===== src/rtl/rst_sequencer.sv =====
`timescale 1ns/1ps
// Reset sequencer: synchronises and debounces the button and PLL lock, then releases
// NCH reset domains in index order. Define RSTSEQ_WDOG_EN to add the RUN-state watchdog.
module rst_sequencer #(
  parameter int NCH       = 4,
  parameter int HOLD_CYC  = 16,
  parameter int STAGE_CYC = 8,
  parameter int DEB_CYC   = 4,
  parameter int WDOG_CYC  = 1024
) (
  input  logic                 clk,
  input  logic                 rst,
  input  logic                 btn_n,
  input  logic                 pll_locked,
  input  logic                 wdog_kick,
  output logic [NCH-1:0]       rst_out,
  output logic                 ready,
  output logic [$clog2(NCH):0] released,
  output logic [1:0]           cause
);
  localparam int REL_W   = $clog2(NCH) + 1;
  localparam int CNT_MAX = (HOLD_CYC > STAGE_CYC) ? HOLD_CYC : STAGE_CYC;
  localparam int CNT_W   = (CNT_MAX > 1) ? $clog2(CNT_MAX) : 1;
  localparam int DEB_W   = (DEB_CYC > 1) ? $clog2(DEB_CYC) : 1;

  localparam logic [CNT_W-1:0] HOLD_LAST  = CNT_W'(HOLD_CYC - 1);
  localparam logic [CNT_W-1:0] STAGE_LAST = CNT_W'(STAGE_CYC - 1);
  localparam logic [DEB_W-1:0] DEB_LAST   = DEB_W'(DEB_CYC - 1);
  localparam logic [REL_W-1:0] REL_ALL    = REL_W'(NCH);

  localparam logic [1:0] CAUSE_BTN  = 2'b01;
  localparam logic [1:0] CAUSE_LOCK = 2'b10;

  typedef enum logic [1:0] {HOLD, STAGE, RUN} stateT;

  logic [1:0]       btnSync, lockSync;
  logic             btnS, lockS;
  logic             pressReg;
  logic [DEB_W-1:0] debCntReg;

  stateT            stateReg, stateNext;
  logic [CNT_W-1:0] cntReg, cntNext;
  logic [REL_W-1:0] releasedReg, releasedNext;
  logic [1:0]       causeReg, causeNext;
  logic [NCH-1:0]   rstOutReg, rstOutNext;
  logic             readyReg, readyNext;
  logic             abort;

  // Button chain presets to idle (high) so a reset never looks like a press.
  always_ff @(posedge clk or posedge rst) begin
    if (rst) begin
      btnSync  <= 2'b11;
      lockSync <= 2'b00;
    end else begin
      btnSync  <= {btnSync[0], btn_n};
      lockSync <= {lockSync[0], pll_locked};
    end
  end

  assign btnS  = btnSync[1];
  assign lockS = lockSync[1];

  // A sample disagrees with the debounced state when btnS equals pressReg (press = button low).
  always_ff @(posedge clk or posedge rst) begin
    if (rst) begin
      pressReg  <= 1'b0;
      debCntReg <= '0;
    end else if (btnS == pressReg) begin
      if (debCntReg == DEB_LAST) begin
        pressReg  <= ~pressReg;
        debCntReg <= '0;
      end else begin
        debCntReg <= debCntReg + 1'b1;
      end
    end else begin
      debCntReg <= '0;
    end
  end

  assign abort = !lockS || pressReg;

`ifdef RSTSEQ_WDOG_EN
  localparam int WDOG_W = (WDOG_CYC > 1) ? $clog2(WDOG_CYC) : 1;
  localparam logic [WDOG_W-1:0] WDOG_LAST = WDOG_W'(WDOG_CYC - 1);
  localparam logic [1:0] CAUSE_WDOG = 2'b11;

  logic [WDOG_W-1:0] wdogReg, wdogNext;

  always_ff @(posedge clk or posedge rst) begin
    if (rst) wdogReg <= '0;
    else     wdogReg <= wdogNext;
  end
`else
  logic unusedWdog;
  assign unusedWdog = wdog_kick ^ (WDOG_CYC == 0);
`endif

  always_ff @(posedge clk or posedge rst) begin
    if (rst) begin
      stateReg    <= HOLD;
      cntReg      <= '0;
      releasedReg <= '0;
      causeReg    <= '0;
      rstOutReg   <= '1;
      readyReg    <= 1'b0;
    end else begin
      stateReg    <= stateNext;
      cntReg      <= cntNext;
      releasedReg <= releasedNext;
      causeReg    <= causeNext;
      rstOutReg   <= rstOutNext;
      readyReg    <= readyNext;
    end
  end

  always_comb begin
    stateNext    = stateReg;
    cntNext      = cntReg;
    releasedNext = releasedReg;
    causeNext    = causeReg;
`ifdef RSTSEQ_WDOG_EN
    wdogNext     = '0;
`endif
    // Lock loss outranks the button; aborting in HOLD only restarts the stability count.
    if (stateReg != HOLD && abort) begin
      stateNext    = HOLD;
      cntNext      = '0;
      releasedNext = '0;
      causeNext    = lockS ? CAUSE_BTN : CAUSE_LOCK;
    end else begin
      case (stateReg)
        HOLD: begin
          if (abort) begin
            cntNext = '0;
          end else if (cntReg == HOLD_LAST) begin
            stateNext    = STAGE;
            cntNext      = '0;
            releasedNext = REL_W'(1);
          end else begin
            cntNext = cntReg + 1'b1;
          end
        end
        STAGE: begin
          if (cntReg == STAGE_LAST) begin
            cntNext = '0;
            if (releasedReg == REL_ALL) stateNext = RUN;
            else                        releasedNext = releasedReg + 1'b1;
          end else begin
            cntNext = cntReg + 1'b1;
          end
        end
        RUN: begin
`ifdef RSTSEQ_WDOG_EN
          if (!wdog_kick) begin
            if (wdogReg == WDOG_LAST) begin
              stateNext    = HOLD;
              releasedNext = '0;
              causeNext    = CAUSE_WDOG;
            end else begin
              wdogNext = wdogReg + 1'b1;
            end
          end
`endif
        end
        default: stateNext = HOLD;
      endcase
    end
  end

  always_comb begin
    readyNext = (stateNext == RUN);
  end

  // Thermometer decode of the next release count keeps every domain reset glitch-free.
  generate
    for (genvar gi = 0; gi < NCH; gi++) begin : gRstBit
      assign rstOutNext[gi] = (releasedNext <= REL_W'(gi));
    end
  endgenerate

  assign rst_out  = rstOutReg;
  assign ready    = readyReg;
  assign released = releasedReg;
  assign cause    = causeReg;

endmodule

===== config.mk =====
export PLATFORM = sky130hd
export DESIGN_NAME = rst_sequencer
export DESIGN_NICKNAME = d
export VERILOG_FILES = /design/src/rtl/rst_sequencer.sv
export SDC_FILE = /design/constraint.sdc
export NUM_CORES = 1
export LEC_CHECK = 0
export BUFFER_PORTS_ARGS = -buffer_cell sky130_fd_sc_hd__buf_2
export CAP_MARGIN = 15
export CELL_PAD_IN_SITES_DETAIL_PLACEMENT = 0
export CELL_PAD_IN_SITES_GLOBAL_PLACEMENT = 1
export CORE_ASPECT_RATIO = 1.2
export CORE_MARGIN = 3
export CORE_UTILIZATION = 35
export CTS_CLUSTER_DIAMETER = 80
export DETAILED_ROUTE_END_ITERATION = 7
export PLACE_DENSITY = 0.77
export SYNTH_ARGS = -nofsm -noshare
export SYNTH_HDL_FRONTEND = slang
export SYNTH_SLANG_ARGS = --single-unit

===== constraint.sdc =====
create_clock -name clk -period 1.59 [get_ports clk]
set_clock_uncertainty 0.05 [all_clocks]
set_input_delay 0.159 -clock clk [delete_from_list [all_inputs] [get_ports clk]]
set_output_delay 0.159 -clock clk [all_outputs]
set_load 0.02 [all_outputs]

==> run metrics, run 1 <==
Synth Instances=94; HPWL Detailed=1.47 mm; minimum clock period=1610 ps; gpl congestion=0.837; share of cells above drive strength 1=37.5%; Most used DFF post-synth=dfrtp_1; fin. max-slew vios=0; Pwr Density=911 nW/µm²; sequential area share after synthesis=56.3%; CTS tree=built; final hold vios=0; vias in the first global route=825; CTS Sinks=23; sequential cell area=584 µm²; H-tree levels=1; num ports=15; Critical path origin=cntReg[0]; RSZ-0062 raised after global routing=true; clock power share=22.3%; largest net degree at the start of global routing=24; Setup crit end kind=flop; critical path startpoint category=flop; fillcell total=270; initial DRC count=12; standard-cell rows=21; Tcrit/Tclk final=101%; Pleak=0.000583 µW; status=complete, but fails checks; pre-CTS setup slack=-50.0 ps; Psw=324 µW; first-pass GRT wire length=3.46 mm; drt drc=0; Tot Pwr=1210 µW; sequential fraction of design power=55.3%; number of detailed-route iterations in the first pass=6; internal power=888 µW; Worst-Skew Late Latency=310 ps; starting density of the core=36.8%; Worst setup endpoint=rst_out[0]; Multi-input gate area=420 µm²; FF-to-FF End=rst_out[0]; DRT Wirelength=1.94 mm; worst-margin pin slew=341 ps; Crit Reg-Reg Startpoint=cntReg[0]; initial antenna violation count=0; Max-cap violations=0; maximum VDD drop=0.738 mV; Max transition margin=77.2%; total CTS buffers=3; post-synthesis net count=103; Async SR Flop Fraction=100%; Layout Nets=138; worst setup margin=-22.2 ps; failing checks=negative setup slack; final setup vio count=1; Comb pwr share=22.4%; Worst Path Max Fanout=5; Sw Share=26.7%; ANT nets after route=0; Max clock buf depth=2; EDFF count, synth=0; Ys Warns=0; Die Area=3650 µm²; Yosys reg bits=23; Post-Syn Area=1030 µm²; Syn Area/Cell=11.0 µm²; DR WL/cell=12.0 µm; Root Buffer=clkbuf_4; Vias per Instance=5.10; Worst-path clk slew=130 ps; Die Wd=55.6 µm; P&R area growth vs syn=28.5%; reg2reg setup slack=-20 ps; hold path cells=0; Hold Path Class=reg2reg; cell depth of the worst flop-to-flop path=6; Worst EP required=1780 ps; Antenna Cells=0; GRT overflow=0; fmax=620 MHz; core area=2810 µm²; DR vias=827; total track usage=11.6%; critical path class=reg2reg; IO buf count=13; Arr. time, crit path=1810 ps; Die Span Y=65.6 µm; Distinct cells, synth=31
[cells by family (layout without fill, tap and decap cells)]
group / Yosys count / after routing / share of synthesized area (%)
AND/OR/NAND/NOR: 29 / 29 / 17.4
AO/OA/AOI/OAI: 24 / 24 / 14.6
flip-flops: 23 / 23 / 56.3
buffers and inverters: 11 / 45 / 4.23
adder cells (fa/ha/maj): 4 / 4 / 4.84
XOR/XNOR: 3 / 3 / 2.54
[registers in the layout (all words and copies together), names as in the netlist, 2 cells and up]
signal     flops
cntReg         4
rst_out        4
released       3
btnSync        2
cause          2
debCntReg      2
lockSync       2
stateReg       2
[stage by stage]
step	util, %	cells	setup TNS [ps]	area (µm²)	hold slack [ps]
after global placement	43.9	152	-19.2	1230	163
after detailed placement	43.9	152	-68.9	1230	157
after global routing	47.3	162	-218	1330	328
after CTS	46.8	160	-25.4	1320	322
final	47.3	162	-22.2	1330	319
after floorplan	-	94	0	1040	106
[Yosys cell counts (all sizes together) (2+ instances only)]
cell	instances	area (µm²)
nand4	3	18.8
o21ai	7	35.0
nor2b	3	18.8
nor3	2	15.0
inv	8	30.0
dfstp	6	158
nor3b	2	15.0
ha	4	50.1
nand2b	2	12.5
dfrtp	17	425
a21oi	9	45.0
buf	2	10.0
nor2	7	26.3
nand3	4	25.0
nand2	3	18.8
xnor2	3	26.3
[power by group through the flow]
stage          sequential (µW)  combinational [µW]  clock (µW)
2_1_floorplan              681                 137           0
3_3_place_gp               671                 233           0
3_5_place_dp               675                 240           0
4_1_cts                    670                 259         282
5_1_grt                    676                 315         301
6_report                   670                 271         270
[critical path: stages, from the launching register on]
cell and delay (ps):
dfrtp_1 420, ha_4 180, nand3_2 90, or4_4 440
o2111ai_2 120, nand2_4 90, nor3_2 150
[layout make-up]
class	instances	share of cell area (%)
multi-input cells	60	31.6
inverters	8	2.26
clock buffers	3	1.69
clock inverters	1	0.564
well taps	34	3.20
flip-flops and latches	23	43.9
repair buffers	33	16.7
[cells in the final DEF (no fill, tap or decap), types with 2 or more instances in the layout]
| cell type | count |
|---|---|
| buf_4 | 17 |
| dfrtp_1 | 16 |
| buf_2 | 13 |
| a21oi_1 | 9 |
| inv_1 | 8 |
| nor2_1 | 7 |
| o21ai_0 | 7 |
| dfstp_2 | 6 |
| nor2b_1 | 3 |
| xnor2_1 | 3 |
| nand4_1 | 3 |
| nand3_1 | 3 |
| ha_1 | 3 |
| clkbuf_4 | 3 |
| dlygate4sd3_1 | 3 |
| nand2b_1 | 2 |
| nand2_1 | 2 |
| nor3b_1 | 2 |
[worst min-delay path by stage]
stage,start,endpoint
2_1_floorplan,rst,cause[0]
3_3_place_gp,rst,ready
3_5_place_dp,rst,ready
4_1_cts,btnSync[0],btnSync[1]
5_1_grt,btnSync[0],btnSync[1]
6_report,btnSync[0],btnSync[1]
[what timing repair did]
item / 4_1_cts / 5_1_grt
endpoints found under the setup margin: 3 / 3
pin swaps: 1 / 1
gates resized for setup: 2 / 0
hold buffers: 3 / 0
cloned: 0 / 0
setup buffers: 1 / 2
hold endpoints to repair: 19 / 0
[per-layer routing]
layer  global-route usage (%)  vias to the layer above  wire length (µm)
li1                         -                      401                 -
met1                     13.1                      397               806
met2                     21.7                       25              1020
met3                     2.16                        4               101
met4                     3.65                        0                19
met5                        0                        -                 0
Note: power is estimated with default switching activity, not from simulation.
==> inputs of run 2 (changes only) <==
--- a/config.mk
+++ b/config.mk
@@ -15,6 +15,7 @@
 export CTS_CLUSTER_DIAMETER = 80
 export DETAILED_ROUTE_END_ITERATION = 7
 export PLACE_DENSITY = 0.77
+export SETUP_SLACK_MARGIN = 0.2
 export SYNTH_ARGS = -nofsm -noshare
 export SYNTH_HDL_FRONTEND = slang
 export SYNTH_SLANG_ARGS = --single-unit
==> run 2 against run 1 <==
Net effect:
- the flow still finishes with violations (negative setup slack)
- non-clock buffer count decreased by 1
- via count decreased by 1.3%
- first-iteration DRC count increased by 33%
- critical path depth unchanged
- wire length increased by 6.8%
- clock power increased by 7%
- power increased by 0.39%
- sequential power about the same
- worst setup slack improved by 7.1 ps
- register-to-register slack about the same
- count of clock-buffer cells in the layout unchanged
- highest routed layer unchanged
==> run metrics, run 2 (synthesized netlist as in run 1, its figures left out) <==
status=complete, but fails checks; failing checks=negative setup slack; Tcrit/Tclk final=101% (-0.45 points); fillcell total=264 (-2.2%); wire length on met1=870 µm (+7.9%); Max-cap violations=0 (unchanged); first-pass GRT wire length=3.53 mm (+1.8%); gpl congestion=0.838 (+0.12%); final setup vio count=1 (unchanged); H-tree levels=1 (unchanged); maximum VDD drop=0.757 mV (+2.6%); CP cell instances=ha_4 > nand3_2 > or4_4 > o2111ai_2 > nand2_4 > nor3_2; CP Buf/Inv Count=0 (unchanged); GRT overflow=0 (unchanged); Die Span Y=65.6 µm (unchanged); minimum clock period=1610 ps (-7.13 ps); critical path's top delay family=simple AND/OR/NAND/NOR gates; standard-cell rows=21 (unchanged); DRT Wirelength=2.08 mm (+6.8%); met2 routed WL=1.08 mm (+6.3%); Min Hold Slack=275 ps (-44.2 ps); Die Area=3650 µm² (unchanged); Antenna Cells=0 (unchanged); DR vias=816 (-1.3%); Placed Cells=149 (-2.0%); reg2reg setup slack=-20 ps (about the same); Pleak=0.000595 µW (+2.1%); Setup TNS Final=-15.1 ps (+7.13 ps); total CTS buffers=3 (unchanged); Setup crit end kind=flop; critical path startpoint category=flop; HPWL Detailed=1.51 mm (+2.3%); Die Wd=55.6 µm (unchanged); CTS Sinks=23 (unchanged); Worst-path clk slew=130 ps (about the same); Worst EP required=1810 ps (+30 ps); Max transition margin=74.4% (-2.8 points); IO buf count=13 (unchanged); final hold vios=0 (unchanged); core area=2810 µm² (unchanged); Detail Route met3 WL=90 µm (-11%); slowest CP cell=or4_4; initial antenna violation count=0 (unchanged); Layout Cells excl Fill=161 (-0.62%); most frequent cells in the layout=dfrtp_1, buf_4, buf_2, a21oi_1, inv_1; Arr. time, crit path=1820 ps (about the same); Critical path origin=cntReg[0]; DR WL/cell=12.9 µm (+7.5%); Max clock buf depth=2 (unchanged); CTS tree=built; Hold Path Class=in2async; Worst Path Max Fanout=5 (unchanged); P&R area growth vs syn=31.8%; initial DRC count=16 (+4); share of cells above drive strength 1=42.5% (+5.0 points); Layout Nets=137 (-0.72%); highest routed metal layer=met4; Root Buffer=clkbuf_4; ANT nets after route=0 (unchanged); worst setup margin=-15.1 ps (+7.13 ps); num ports=15 (unchanged); largest net degree at the start of global routing=15 (-38%); sequential cell area=586 µm² (+0.21%); critical path class=reg2reg; vias in the first global route=863 (+4.6%); starting density of the core=36.8% (unchanged); number of detailed-route iterations in the first pass=4 (-2); RSZ-0062 raised after global routing=true; Worst-Skew Late Latency=320 ps (about the same); drt drc=0 (unchanged); Pwr Density=892 nW/µm² (-2.1%); Multi-input gate area=453 µm² (+7.7%); fin. max-slew vios=0 (unchanged); CP peak stage delay=440 ps (about the same); fmax=623 MHz (+0.44%); Vias per Instance=5.07 (-0.72%); most common cell after layout, fill and taps aside=dfrtp_1; worst-margin pin slew=383 ps (+41.7 ps); Crit Reg-Reg Startpoint=cntReg[0]; total track usage=12.4% (+0.80 points)
-- run 2: changes by cell type in the layout (fill, tap and decap cells not counted), sizes merged --
cell,before,now
buf,30,29
-- run 2: repair_timing --
item	CTS	global route
hold buffers	3	0
pin swaps	4	2
gates resized for setup	5	5
buffers inserted	5	0
setup endpoints to repair	7	12
hold endpoints to repair	8	0
-- run 2: path summary, 6_finish.rpt --
check | endpoint | cells past startpoint
worst min-delay path | cntReg[3] | 3
max in group asynchronous | btnSync[1] | 4
worst max-delay path | rst_out[0] | 6
worst max register to register | rst_out[0] | 6
min in group clk | lockSync[1] | 0
worst min register to register | lockSync[1] | 0
-- run 2: per-layer routing --
layer / track usage, % / vias to the layer above
li1: - / 401
met1: 12.6 / 391
met2: 22.9 / 20
met3: 2.95 / 4
met4: 6.99 / 0
met5: 0 / -
-- run 2: metrics by stage --
stage          power [µW]  setup slack, ps  cell area (µm²)  util [%]
3_3_place_gp          912             31.3             1230      43.7
3_5_place_dp          927             16.0             1230      43.7
2_1_floorplan         826             73.6             1050         -
5_1_grt              1290            -84.2             1360      48.5
4_1_cts              1220            -10.3             1340      47.7
6_report             1220            -15.1             1360      48.5
-- run 2: worst reg2reg max path, stage by stage, from the launching register on --
cell and delay, ps:
dfrtp_1 420, ha_4 180, nand3_2 90, or4_4 440
o2111ai_2 120, nand2_4 90, nor3_2 150
-- run 2: report_power, final --
group / internal, µW / switching, µW / leakage [µW]
Clock: 96.4 / 193 / 0.0000139
Combinational: 137 / 119 / 0.000295
Sequential: 639 / 32.5 / 0.000287
Total: 872 / 344 / 0.000595
-- run 2: cell type report --
class / count / area share (%)
clock inverter: 1 / 0.550
timing repair buffer: 32 / 16.3
clock buffer: 3 / 1.65
tap: 34 / 3.12
sequential: 23 / 42.9
inverter: 8 / 2.20
multi-input combinational: 60 / 33.2
==> inputs of run 3 (changes only) <==
--- a/config.mk
+++ b/config.mk
@@ -5,6 +5,7 @@
 export SDC_FILE = /design/constraint.sdc
 export NUM_CORES = 1
 export LEC_CHECK = 0
+export ABC_AREA = 1
 export BUFFER_PORTS_ARGS = -buffer_cell sky130_fd_sc_hd__buf_2
 export CAP_MARGIN = 15
 export CELL_PAD_IN_SITES_DETAIL_PLACEMENT = 0
@@ -14,7 +15,7 @@
 export CORE_UTILIZATION = 35
 export CTS_CLUSTER_DIAMETER = 80
 export DETAILED_ROUTE_END_ITERATION = 7
-export PLACE_DENSITY = 0.77
+export PLACE_DENSITY = 0.78
 export SETUP_SLACK_MARGIN = 0.2
 export SYNTH_ARGS = -nofsm -noshare
 export SYNTH_HDL_FRONTEND = slang
==> run 3 against run 2 <==
Net effect:
- critical path type unchanged
- first-iteration DRC count increased by 44%
- critical endpoint is now rst_out[2]
- the flow now finishes without violations
- clock power is 2% lower
- utilization rose by 1.4 points
- die area is 4.7% higher
- largest cell class unchanged
==> run metrics, run 3 <==
top cells by count, synth=dfrtp_1, nand2_1, inv_1; starting density of the core=37.7% (+0.86 points); critical path class=reg2reg; GRT met2 Usage=19.1% (-3.8 points); Worst-path clk slew=130 ps (about the same); Pleak=0.000704 µW (+18%); clock power share=24.0% (+0.2 points); HP Start=btnSync[0]; initial antenna violation count=0 (unchanged); Layout Nets=156 (+14%); most common cell after layout, fill and taps aside=dfrtp_1; FF-to-FF End=rst_out[2]; Die Wd=56.9 µm (+2.3%); EDFF count, synth=0 (unchanged); maximum VDD drop=0.615 mV (-19%); share of cells above drive strength 1=45.9% (+3.4 points); initial DRC count=23 (+7); critical path startpoint category=flop; GR Util met3=3.29% (+0.35 points); H-tree levels=1 (unchanged); Synth Instances=114 (+21%); final setup vio count=0 (-1); Setup crit end kind=flop; standard-cell rows=21 (unchanged); hold path cells=0; largest net degree at the start of global routing=24 (+9); fillcell total=273 (+3.4%); Max-cap violations=0 (unchanged); Vias per Instance=4.67 (-7.9%); Hold Path Class=reg2reg; Die Area=3820 µm² (+4.7%); Synth top area share=39.1% (-2.0 points); ANT nets after route=0 (unchanged); Worst-Skew Late Latency=320 ps (about the same); minimum clock period=1410 ps (-198 ps); Max clock buf depth=2 (unchanged); Setup TNS Final=0 ps (+15.1 ps); fmax=711 MHz (+14%); GRT overflow=0 (unchanged); Pwr Density=817 nW/µm² (-8.4%); HPWL Detailed=1.37 mm (-9.3%); Root Buffer=clkbuf_4; most frequent cells in the layout=dfrtp_1, nand2_1, buf_2, buf_4, inv_1; first-pass GRT wire length=3.35 mm (-4.9%); P&R area growth vs syn=32.5%; DR WL/cell=11.3 µm (-13%); number of detailed-route iterations in the first pass=4 (unchanged); final instance area=1440 µm² (+5.8%); sequential fraction of design power=58.1% (+2.9 points); status=complete, no violations; Post-Syn Area=1090 µm² (+5.2%); fin. max-slew vios=0 (unchanged); Arr. time, crit path=1620 ps (-200 ps); DR vias=840 (+2.9%); Async SR Flop Fraction=100% (unchanged); reg2reg setup slack=180 ps (+200 ps); Ys Warns=0 (unchanged); CTS Sinks=23 (unchanged); worst-margin pin slew=286 ps (-97.4 ps); Worst Path Max Fanout=4 (-1); sequential area share after synthesis=53.6% (-2.8 points); Die Span Y=67.1 µm (+2.3%); IO buf count=13 (unchanged); post-synthesis net count=123 (+19%); vias in the first global route=831 (-3.7%); GRT met1 Usage=13.4% (+0.81 points); Sw Share=28.6% (+0.33 points); Core Util, Final=49.9% (+1.4 points); drt drc=0 (unchanged); Max transition margin=81.0% (+6.5 points); gr busiest metal=met2; Most used DFF post-synth=dfrtp_1; total track usage=11.2% (-1.2 points); gpl congestion=0.770 (-8.1%); Yosys reg bits=23 (unchanged); area leader, netlist=dfrtp_1; final hold vios=0 (unchanged); Syn Area/Cell=9.55 µm² (-13%); core area=2890 µm² (+2.8%); DP Area=1200 µm² (-2.1%); RSZ-0062 raised after global routing=true; top post-synthesis cells by area=dfrtp_1, dfstp_2, nand2_1; Distinct cells, synth=25 (-19%); Antenna Cells=0 (unchanged); internal power=841 µW (-3.6%); Tcrit/Tclk final=88.5% (-12 points); Worst EP required=1800 ps (about the same); cell depth of the worst flop-to-flop path=8 (+2); Crit Reg-Reg Startpoint=cntReg[1]; DRT Wirelength=2.03 mm (-2.5%); Psw=337 µW (-2.0%); CTS tree=built; WHS Endpoint=btnSync[1]; num ports=15 (unchanged); Comb pwr share=17.9% (-3.1 points); total CTS buffers=3 (unchanged)
[run 3: changes by cell type after synthesis, sizes merged, moves of 3 or more]
| cell | delta |
|---|---|
| a21oi | -3 |
| nor2b | -3 |
| nor2 | +7 |
| nand3 | +3 |
| xnor2 | -3 |
| inv | +10 |
| nand2 | +17 |
[run 3: worst max-delay path by stage]
stage	end	depth (start not counted)	slack, ps	start
2_1_floorplan	rst_out[0]	11	180	released[1]
3_3_place_gp	rst_out[2]	8	130	cntReg[0]
3_5_place_dp	rst_out[2]	8	110	cntReg[0]
4_1_cts	rst_out[0]	10	190	cntReg[0]
5_1_grt	rst_out[0]	7	100	released[0]
6_report	rst_out[2]	8	180	cntReg[1]
[run 3: cell type report]
| type | count | area (µm²) | share of cell area (%) |
|---|---|---|---|
| Tap cell | 34 | 42.5 | 2.95 |
| Clock buffer | 3 | 22.5 | 1.56 |
| Clock inverter | 1 | 7.51 | 0.520 |
| Inverter | 20 | 82.6 | 5.72 |
| Multi-Input combinational cell | 70 | 504 | 35.0 |
| Sequential cell | 23 | 587 | 40.7 |
| Timing Repair Buffer | 29 | 196 | 13.6 |
[run 3: metal layers]
layer  wire length (µm)  up-vias
met4                 23        0
li1                   -      428
met5                  0        -
met2                993       17
met1                915      391
met3                 93        4
[run 3: power groups by stage]
stage,clock network [µW],logic (µW),registers (µW)
after detailed placement,0,151,692
after floorplan,0,124,683
after CTS,287,180,676
after global placement,0,146,689
after global routing,309,240,690
final,283,211,684
[run 3: metrics by stage]
step,total power [µW],instances,hold WS [ps],setup slack [ps]
3_3_place_gp,835,162,159,131
6_report,1180,180,316,183
3_5_place_dp,843,162,161,106
4_1_cts,1140,173,317,187
2_1_floorplan,808,114,106,179
5_1_grt,1240,180,319,98.0
[run 3: kinds of logic after synthesis]
logic type / count (synthesis) / synth area share, %
AND/OR/NAND/NOR: 47 / 23.0
flip-flops: 23 / 53.6
buffers and inverters: 21 / 8.04
AO/OA/AOI/OAI: 17 / 9.20
adder cells (fa/ha/maj): 4 / 4.60
XOR/XNOR: 2 / 1.61
[run 3: critical path, stage by stage, from the launching register on]
cell and delay (ps):
dfrtp_1 420, ha_4 160, nand2_4 60, nor2_4 180, nand2_4 90, nand2_1 100, nand4_4 120, nor2_1 120
nor2_1 40
[run 3: repair_timing]
item                                    4_1_cts  5_1_grt
hold buffers                                  3        0
endpoints found under the setup margin        9       11
pin swaps                                     1        7
endpoints found under the hold margin        19        0
resized for setup                             9       17
setup buffers                                 4        7
